[src/rtl/usb_tx_bit_sequencer.sv]
// USB full-speed transmit bit sequencer.
// Produces the per-bit tick from an internal bit-period counter. Sequences SYNC, data bytes,
// bit-stuff slots and EOP. Drives load/shift/stuff strobes to the TX shift register and the
// NRZI/stuff encoder, and pops bytes from the TX FIFO.
//
// Optional feature: define USB_TX_ABORT_EN to add the tx_abort_i input. When it is asserted
// in SYNC, DATA or TAIL, the packet is cut short: EOP starts at the next tick and the packet
// ends with tx_error_o.
//
// Ports:
//   clk, n_rst        system clock, asynchronous active-low reset
//   tx_start_i        request to begin a packet; honoured only in IDLE
//   byte_valid_i      FIFO has a byte available
//   byte_last_i       byte at the FIFO head is the final packet byte
//   stuff_req_i       the current bit slot must be a stuff bit
//   tx_abort_i        abort the packet in progress (USB_TX_ABORT_EN only)
//   load_sync_o       pulse: shift register loads SYNC (0x80)
//   byte_load_o       pulse: shift register loads the FIFO head and the FIFO pops
//   shift_strobe_o    pulse: shift out one data bit
//   stuff_strobe_o    pulse: encoder emits a stuff bit
//   drive_se0_o       level: line driver forces SE0
//   drive_j_o         level: line driver forces J
//   bit_index_o       index of the next data bit within the current byte
//   tx_busy_o         high whenever not idle
//   tx_done_o         pulse at packet end
//   tx_error_o        pulse with tx_done_o on underrun or abort
module usb_tx_bit_sequencer #(
   parameter int unsigned CLKS_PER_BIT = 8,
   parameter int unsigned CNT_BITS     = 4
) (
   input  logic       clk,
   input  logic       n_rst,
   input  logic       tx_start_i,
   input  logic       byte_valid_i,
   input  logic       byte_last_i,
   input  logic       stuff_req_i,
`ifdef USB_TX_ABORT_EN
   input  logic       tx_abort_i,
`endif
   output logic       load_sync_o,
   output logic       byte_load_o,
   output logic       shift_strobe_o,
   output logic       stuff_strobe_o,
   output logic       drive_se0_o,
   output logic       drive_j_o,
   output logic [2:0] bit_index_o,
   output logic       tx_busy_o,
   output logic       tx_done_o,
   output logic       tx_error_o
);

   typedef enum logic [2:0] {StIdle, StSync, StData, StTail, StEopSe0, StEopJ} state_e;

   localparam logic [CNT_BITS-1:0] CntMax = CNT_BITS'(CLKS_PER_BIT);
   localparam logic [CNT_BITS-1:0] CntOne = CNT_BITS'(1);

   state_e              state_q;
   logic [CNT_BITS-1:0] cnt_q, cnt_d;
   logic [2:0]          bit_idx_q;
   logic                last_q, err_q, tail_stuffed_q, se0_half_q;
   logic                load_sync_q, byte_load_q, shift_q, stuff_q;
   logic                drive_se0_q, drive_j_q, tx_busy_q, tx_done_q, tx_error_q;
   logic                tick, abort_hit;

   assign tick = (cnt_q == CntMax);

`ifdef USB_TX_ABORT_EN
   logic in_pkt, abort_q;

   assign in_pkt    = (state_q == StSync) || (state_q == StData) || (state_q == StTail);
   assign abort_hit = in_pkt && (abort_q || tx_abort_i);

   // Holds an abort request raised between ticks until the tick that acts on it.
   always_ff @(posedge clk or negedge n_rst) begin
      if (!n_rst) begin
         abort_q <= 1'b0;
      end else begin
         abort_q <= in_pkt && !tick && (abort_q || tx_abort_i);
      end
   end
`else
   assign abort_hit = 1'b0;
`endif

   // Cleared in IDLE, 1 in the first cycle after leaving IDLE, then 1..CLKS_PER_BIT.
   always_comb begin
      cnt_d = cnt_q + CntOne;
      if (state_q == StIdle) begin
         cnt_d = tx_start_i ? CntOne : '0;
      end else if (tick) begin
         cnt_d = (state_q == StEopJ) ? '0 : CntOne;
      end
   end

   always_ff @(posedge clk or negedge n_rst) begin
      if (!n_rst) begin
         state_q        <= StIdle;
         cnt_q          <= '0;
         bit_idx_q      <= 3'd0;
         last_q         <= 1'b0;
         err_q          <= 1'b0;
         tail_stuffed_q <= 1'b0;
         se0_half_q     <= 1'b0;
         load_sync_q    <= 1'b0;
         byte_load_q    <= 1'b0;
         shift_q        <= 1'b0;
         stuff_q        <= 1'b0;
         drive_se0_q    <= 1'b0;
         drive_j_q      <= 1'b0;
         tx_busy_q      <= 1'b0;
         tx_done_q      <= 1'b0;
         tx_error_q     <= 1'b0;
      end else begin
         cnt_q       <= cnt_d;
         load_sync_q <= 1'b0;
         byte_load_q <= 1'b0;
         shift_q     <= 1'b0;
         stuff_q     <= 1'b0;
         tx_done_q   <= 1'b0;
         tx_error_q  <= 1'b0;
         unique case (state_q)
            StIdle: begin
               if (tx_start_i) begin
                  load_sync_q    <= 1'b1;
                  tx_busy_q      <= 1'b1;
                  bit_idx_q      <= 3'd0;
                  last_q         <= 1'b0;
                  err_q          <= 1'b0;
                  tail_stuffed_q <= 1'b0;
                  se0_half_q     <= 1'b0;
                  state_q        <= StSync;
               end
            end
            StSync, StData: begin
               if (tick) begin
                  if (abort_hit) begin
                     err_q       <= 1'b1;
                     drive_se0_q <= 1'b1;
                     state_q     <= StEopSe0;
                  end else if (state_q == StData && stuff_req_i) begin
                     stuff_q <= 1'b1;
                  end else begin
                     shift_q   <= 1'b1;
                     bit_idx_q <= bit_idx_q + 3'd1;
                     if (bit_idx_q == 3'd7) begin
                        // Byte boundary: the only point where byte_valid_i is sampled.
                        if (state_q == StData && last_q) begin
                           state_q <= StTail;
                        end else if (byte_valid_i) begin
                           byte_load_q <= 1'b1;
                           last_q      <= byte_last_i;
                           state_q     <= StData;
                        end else begin
                           err_q       <= 1'b1;
                           drive_se0_q <= 1'b1;
                           state_q     <= StEopSe0;
                        end
                     end
                  end
               end
            end
            StTail: begin
               if (tick) begin
                  if (!abort_hit && stuff_req_i && !tail_stuffed_q) begin
                     stuff_q        <= 1'b1;
                     tail_stuffed_q <= 1'b1;
                  end else begin
                     err_q       <= err_q | abort_hit;
                     drive_se0_q <= 1'b1;
                     state_q     <= StEopSe0;
                  end
               end
            end
            StEopSe0: begin
               if (tick) begin
                  if (se0_half_q) begin
                     se0_half_q  <= 1'b0;
                     drive_se0_q <= 1'b0;
                     drive_j_q   <= 1'b1;
                     state_q     <= StEopJ;
                  end else begin
                     se0_half_q <= 1'b1;
                  end
               end
            end
            StEopJ: begin
               if (tick) begin
                  drive_j_q  <= 1'b0;
                  tx_busy_q  <= 1'b0;
                  tx_done_q  <= 1'b1;
                  tx_error_q <= err_q;
                  err_q      <= 1'b0;
                  state_q    <= StIdle;
               end
            end
            default: state_q <= StIdle;
         endcase
      end
   end

   assign load_sync_o    = load_sync_q;
   assign byte_load_o    = byte_load_q;
   assign shift_strobe_o = shift_q;
   assign stuff_strobe_o = stuff_q;
   assign drive_se0_o    = drive_se0_q;
   assign drive_j_o      = drive_j_q;
   assign bit_index_o    = bit_idx_q;
   assign tx_busy_o      = tx_busy_q;
   assign tx_done_o      = tx_done_q;
   assign tx_error_o     = tx_error_q;

endmodule

[config.mk]
export PLATFORM = sky130hd
export DESIGN_NAME = usb_tx_bit_sequencer
export DESIGN_NICKNAME = d
export VERILOG_FILES = /design/src/rtl/usb_tx_bit_sequencer.sv
export SDC_FILE = /design/constraint.sdc
export NUM_CORES = 1
export LEC_CHECK = 0
export ABC_AREA = 1
export ABC_CLOCK_PERIOD_IN_PS = 2000
export BUFFER_PORTS_ARGS = -buffer_cell sky130_fd_sc_hd__buf_2
export CORE_MARGIN = 3
export CORE_UTILIZATION = 55
export CTS_CLUSTER_DIAMETER = 120
export DETAILED_ROUTE_END_ITERATION = 8
export PLACE_DENSITY = 0.76
export SYNTH_ARGS = -nofsm -noshare
export SYNTH_HDL_FRONTEND = slang
export SYNTH_SLANG_ARGS = --single-unit
[constraint.sdc]
create_clock -name clk -period 2 [get_ports clk]
set_input_delay 0.4 -clock clk [delete_from_list [all_inputs] [get_ports clk]]
set_output_delay 0.4 -clock clk [all_outputs]
set_load 0.01 [all_outputs]
# == Word level (Yosys, flattened, before mapping) ==
# Cells that the tools add are included.
# word_totals
wordCells,130
output_inout_bits,12
input_bits,6
register_bits,23
# op_classes
n_eq_ne,20
n_addsub,2
muxes,70
reduce_logical,22
# op_table
operator,n
two-way mux 1 bit,44
two-way mux 3 bit,14
"!= test 2 bit, second input constant",13
case mux 3 bit (5 select lines),1
case mux 1 bit (2 select lines),6
AND reduction 4 bit,3
AND reduction 10 bit,1
nonzero test 2 bit,5
"equality test 3 bit, second input constant",3
AND reduction 9 bit,1
two-way mux 4 bit,2
AND reduction 8 bit,1
AND reduction 7 bit,1
"equality test 3 x 2 -> 1 bit, second input constant",2
case mux 1 bit (3 select lines),2
case mux 3 bit (2 select lines),1
AND reduction 3 bit,2
nonzero test 3 bit,2
"adder 4 x 1 -> 4 bit, second input constant",1
"equality test 4 bit, second input constant",1
"adder 3 x 1 -> 3 bit, second input constant",1
"equality test 3 x 1 -> 1 bit, second input constant",1
logical AND 1 bit,3
zero test 3 bit,1
other kinds (2),2

# == Logic depth before layout (Yosys ltp) ==
# logic_depth
ltp_word,7
depth_mapped,11
depth_no_buf,11

# == Worst setup path before layout ==
# No wires, ideal clock.
# synth_path
path_type,flip-flop to flip-flop
from,reg cnt_q[0]
to,reg state_q[1]
setup_ns,0.117
setup_slack_ns,0.514
arrival_ns,1.369
path_buffers,0
stages_incl_launch_ff,10
t_required_ns,1.883
synth_period_minus_slack_ns,1.486
path_cell_list,dfrtp_1 -> inv_1 -> ha_1 -> nand3_1 -> o21ai_0 -> nand2_1 -> nor2_2 -> nand2_2 -> nand2_1 -> nand2_1
# synth_via
elab_chain_len,3
word_cells_on_any_way,6
classes_between,eq/ne (5); reduce/logical (1)
# synth_rtl
item,line_no,source
start: declaration,58,"logic [CNT_BITS-1:0] cnt_q, cnt_d;"
start signal: assignment,114,cnt_q <= cnt_d;
equality test 4 bit *,65,assign tick = (cnt_q == CntMax);
!= test 2 bit (no line),n/a,
AND reduction 9 bit (no line) *,n/a,
end signal: assignment,97,state_q <= StIdle;
end signal: assignment,131,state_q <= StSync;
end signal: assignment,139,state_q <= StEopSe0;
end: declaration,57,state_e state_q;
# Every way passes the cells marked *; elsewhere a longest branch is shown, timed or not.
# A chain may end at the register's enable or synchronous reset.

# == Worst setup path after layout ==
# layout_path
from,reg cnt_q[0]
to,reg state_q[0]
# Same word-level chain as after synthesis.

==> flow_metrics.tcl <==
set metrics [dict create \
    status "finished, final reports clean" \
    power.total_mw 1.91 \
    clock_sinks 23 \
    cts.clk_slew.worst_paths_ns 0.13 \
    drt_iter0_drc 23 \
    p_per_area_nw_per_um2 1340 \
    hp-class "input port to async pin" \
    maxCapViolations 0 \
    cts_root_buffer "clkbuf_4" \
    setup_viol 0 \
    cts_tree "yes" \
    hpwlAfterDp_um 1860 \
    fin_skew_ns 0.000978 \
    ys_warn_count 0 \
    arrival_ns 1.91 \
    nFillCells 178 \
    fin_nets 185 \
    netlist_area_um2 1280 \
    cts-htree-levels 1 \
    die_w_um 54.3 \
    multi_input_area_um2 612 \
    rsz0062_at_grt "no" \
    antenna_left 0 \
    fp.dieArea_um2 2950 \
    setup_tns_ns 0 \
    syn_nets 163 \
    post_drt_wl_per_cell_um 11.8 \
    path_class "flip-flop to flip-flop" \
    place_congestion 0.942 \
    routed_wl_um 2370 \
    leakage_nw 0.819 \
    die_y_um 54.3 \
    grt_pass1_wl_um 4390 \
    post_cts_resize_count 0 \
    final_common_cell "nand2_1" \
    grt_pass1_vias 989 \
    period_share 0.847 \
    final_util 0.687 \
    regArea_um2 576 \
    cts_buffers 3 \
    num_vias 1061 \
    rows 16 \
    worst_skew_pair.late_latency_ns 0.31 \
    vdd_ir_drop_max_mv 0.850 \
    avgSynthCellArea_um2 8.39 \
    overflow 0 \
    antenna_found_initial 0 \
    firstDrtPassIters 4 \
    ys_seq_area_frac 0.448 \
    finalCriticalPeriod_ns 1.69 \
    initial_core_util 0.617 \
    layout-area-overhead-vs-synth_pct 11.4 \
    startpoint_type "flip-flop" \
    drc 0 \
    drv_slew 0 \
    syn_inst 153 \
    post_cts_buffers 0 \
    drive_gt1_frac 0.259 \
    hold_viol 0 \
    crit_path_end_kind "flip-flop" \
    grt_max_degree 24 \
    diodes 0 \
    crit_required_ns 2.21 \
    routed_via_density 5.28 \
    numPortBuffers 17 \
    ioPinCount 18 \
    final_cell_mix "35 x nand2_1, 23 x dfrtp_1, 20 x inv_1, 17 x buf_2, 15 x nand3_1" \
    worst_pin_slew_ns 0.496 \
    ys_seq_elements 23 \
    holdBufCountCts 0 \
    track_usage 0.203 \
    yosys.cell_types.count 25 \
    core_um2 2080 \
    fmax_mhz 590 \
    timing.slew.headroom 0.669 \
    cp_max_fo 7 \
    cts_buffer_depth 2 \
]
[synthesized netlist by cell type]
library cell / count / area (um^2)
or2_2: 1 / 6.26
a21oi_1: 5 / 25.0
o21ai_2: 1 / 8.76
nand3_2: 1 / 10.0
bufinv_8: 1 / 17.5
nand2_2: 5 / 31.3
a21boi_0: 1 / 7.51
nor2_1: 12 / 45.0
nand3_1: 15 / 75.1
nor3_1: 2 / 10.0
nor2_2: 6 / 37.5
nand2_4: 4 / 45.0
xor2_1: 1 / 8.76
ha_1: 4 / 50.1
o21ai_0: 7 / 35.0
inv_2: 1 / 3.75
xnor2_1: 1 / 8.76
dfrtp_1: 23 / 576
nor2_8: 1 / 20.0
nand3b_1: 2 / 15.0
nand4_2: 1 / 12.5
inv_1: 20 / 75.1
nor2_4: 2 / 22.5
nand4_1: 1 / 6.26
nand2_1: 35 / 131
[cell families (layout without fill, tap and decap cells)]
kind of cell | count (synthesis) | in the layout | share of synthesized area
AO/OA/AOI/OAI | 14 | 14 | 0.0595
XOR/XNOR | 2 | 2 | 0.0136
flip-flops | 23 | 23 | 0.448
buffers and inverters | 22 | 43 | 0.0750
adder cells (fa/ha/maj) | 4 | 4 | 0.0390
AND/OR/NAND/NOR | 88 | 88 | 0.365
[final cells by class]
| cell class | count | area share |
|---|---|---|
| multi-input combinational | 108 | 0.428 |
| sequential | 23 | 0.402 |
| inverter | 22 | 0.0674 |
| timing repair buffer | 17 | 0.0595 |
| tap | 27 | 0.0236 |
| clock buffer | 3 | 0.0157 |
| clock inverter | 1 | 0.00350 |
[final timing paths]
check,start,slack [ns],depth (start not counted),endpoint
worst max-delay path,cnt_q[0],0.31,9,state_q[0]
worst min-delay path,n_rst,0.03,1,cnt_q[2]
worst max register to register,cnt_q[0],0.31,9,state_q[0]
worst min register to register,drive_se0_o,0.48,2,drive_se0_o
max in group asynchronous,n_rst,1.63,1,stuff_strobe_o
min in group clk,byte_valid_i,0.34,3,byte_load_o
[registers in the layout (all words and copies together) (netlist names)]
| register | count |
|---|---|
| drive_j_o | 1 |
| cnt_q | 4 |
| err_q | 1 |
| state_q | 3 |
| shift_strobe_o | 1 |
| tx_error_o | 1 |
| bit_index_o | 3 |
| tail_stuffed_q | 1 |
| stuff_strobe_o | 1 |
| drive_se0_o | 1 |
| tx_done_o | 1 |
| tx_busy_o | 1 |
| byte_load_o | 1 |
| load_sync_o | 1 |
| se0_half_q | 1 |
| last_q | 1 |
[routing by layer]
metal | global-route usage | wire [um]
met1 | 0.284 | 1080
met2 | 0.321 | 1150
met3 | 0.0272 | 106
met4 | 0.0705 | 31
met5 | 0 | 0
[report_power, final]
| part | internal [mW] | leakage [nW] | switching (mW) |
|---|---|---|---|
| logic | 0.369 | 0.502 | 0.598 |
| clock network | 0.0746 | 0.0177 | 0.141 |
| registers | 0.603 | 0.300 | 0.126 |
| total | 1.05 | 0.819 | 0.865 |
[through the flow]
stage | setup WS, ns | hold slack (ns) | instances | instance area [um^2]
finish | 0.306 | 0.0342 | 201 | 1430
global route | 0.0841 | 0.0501 | 201 | 1430
CTS | 0.315 | 0.0488 | 201 | 1430
detailed placement | 0.348 | 0.394 | 197 | 1400
global placement | 0.385 | 0.385 | 197 | 1400
floorplan | 0.514 | 0.104 | 153 | 1280
[worst max-delay path, stage by stage, from the launching register on]
cell and delay, ns:
dfrtp_1 0.42, inv_1 0.08, ha_1 0.16, nand3_1 0.25, o21ai_0 0.25, nand2_1 0.12
nor2_2 0.15, nand2_2 0.07, nand2_1 0.06, nand2_1 0.05
No activity file was read; power rests on OpenSTA's default activity.
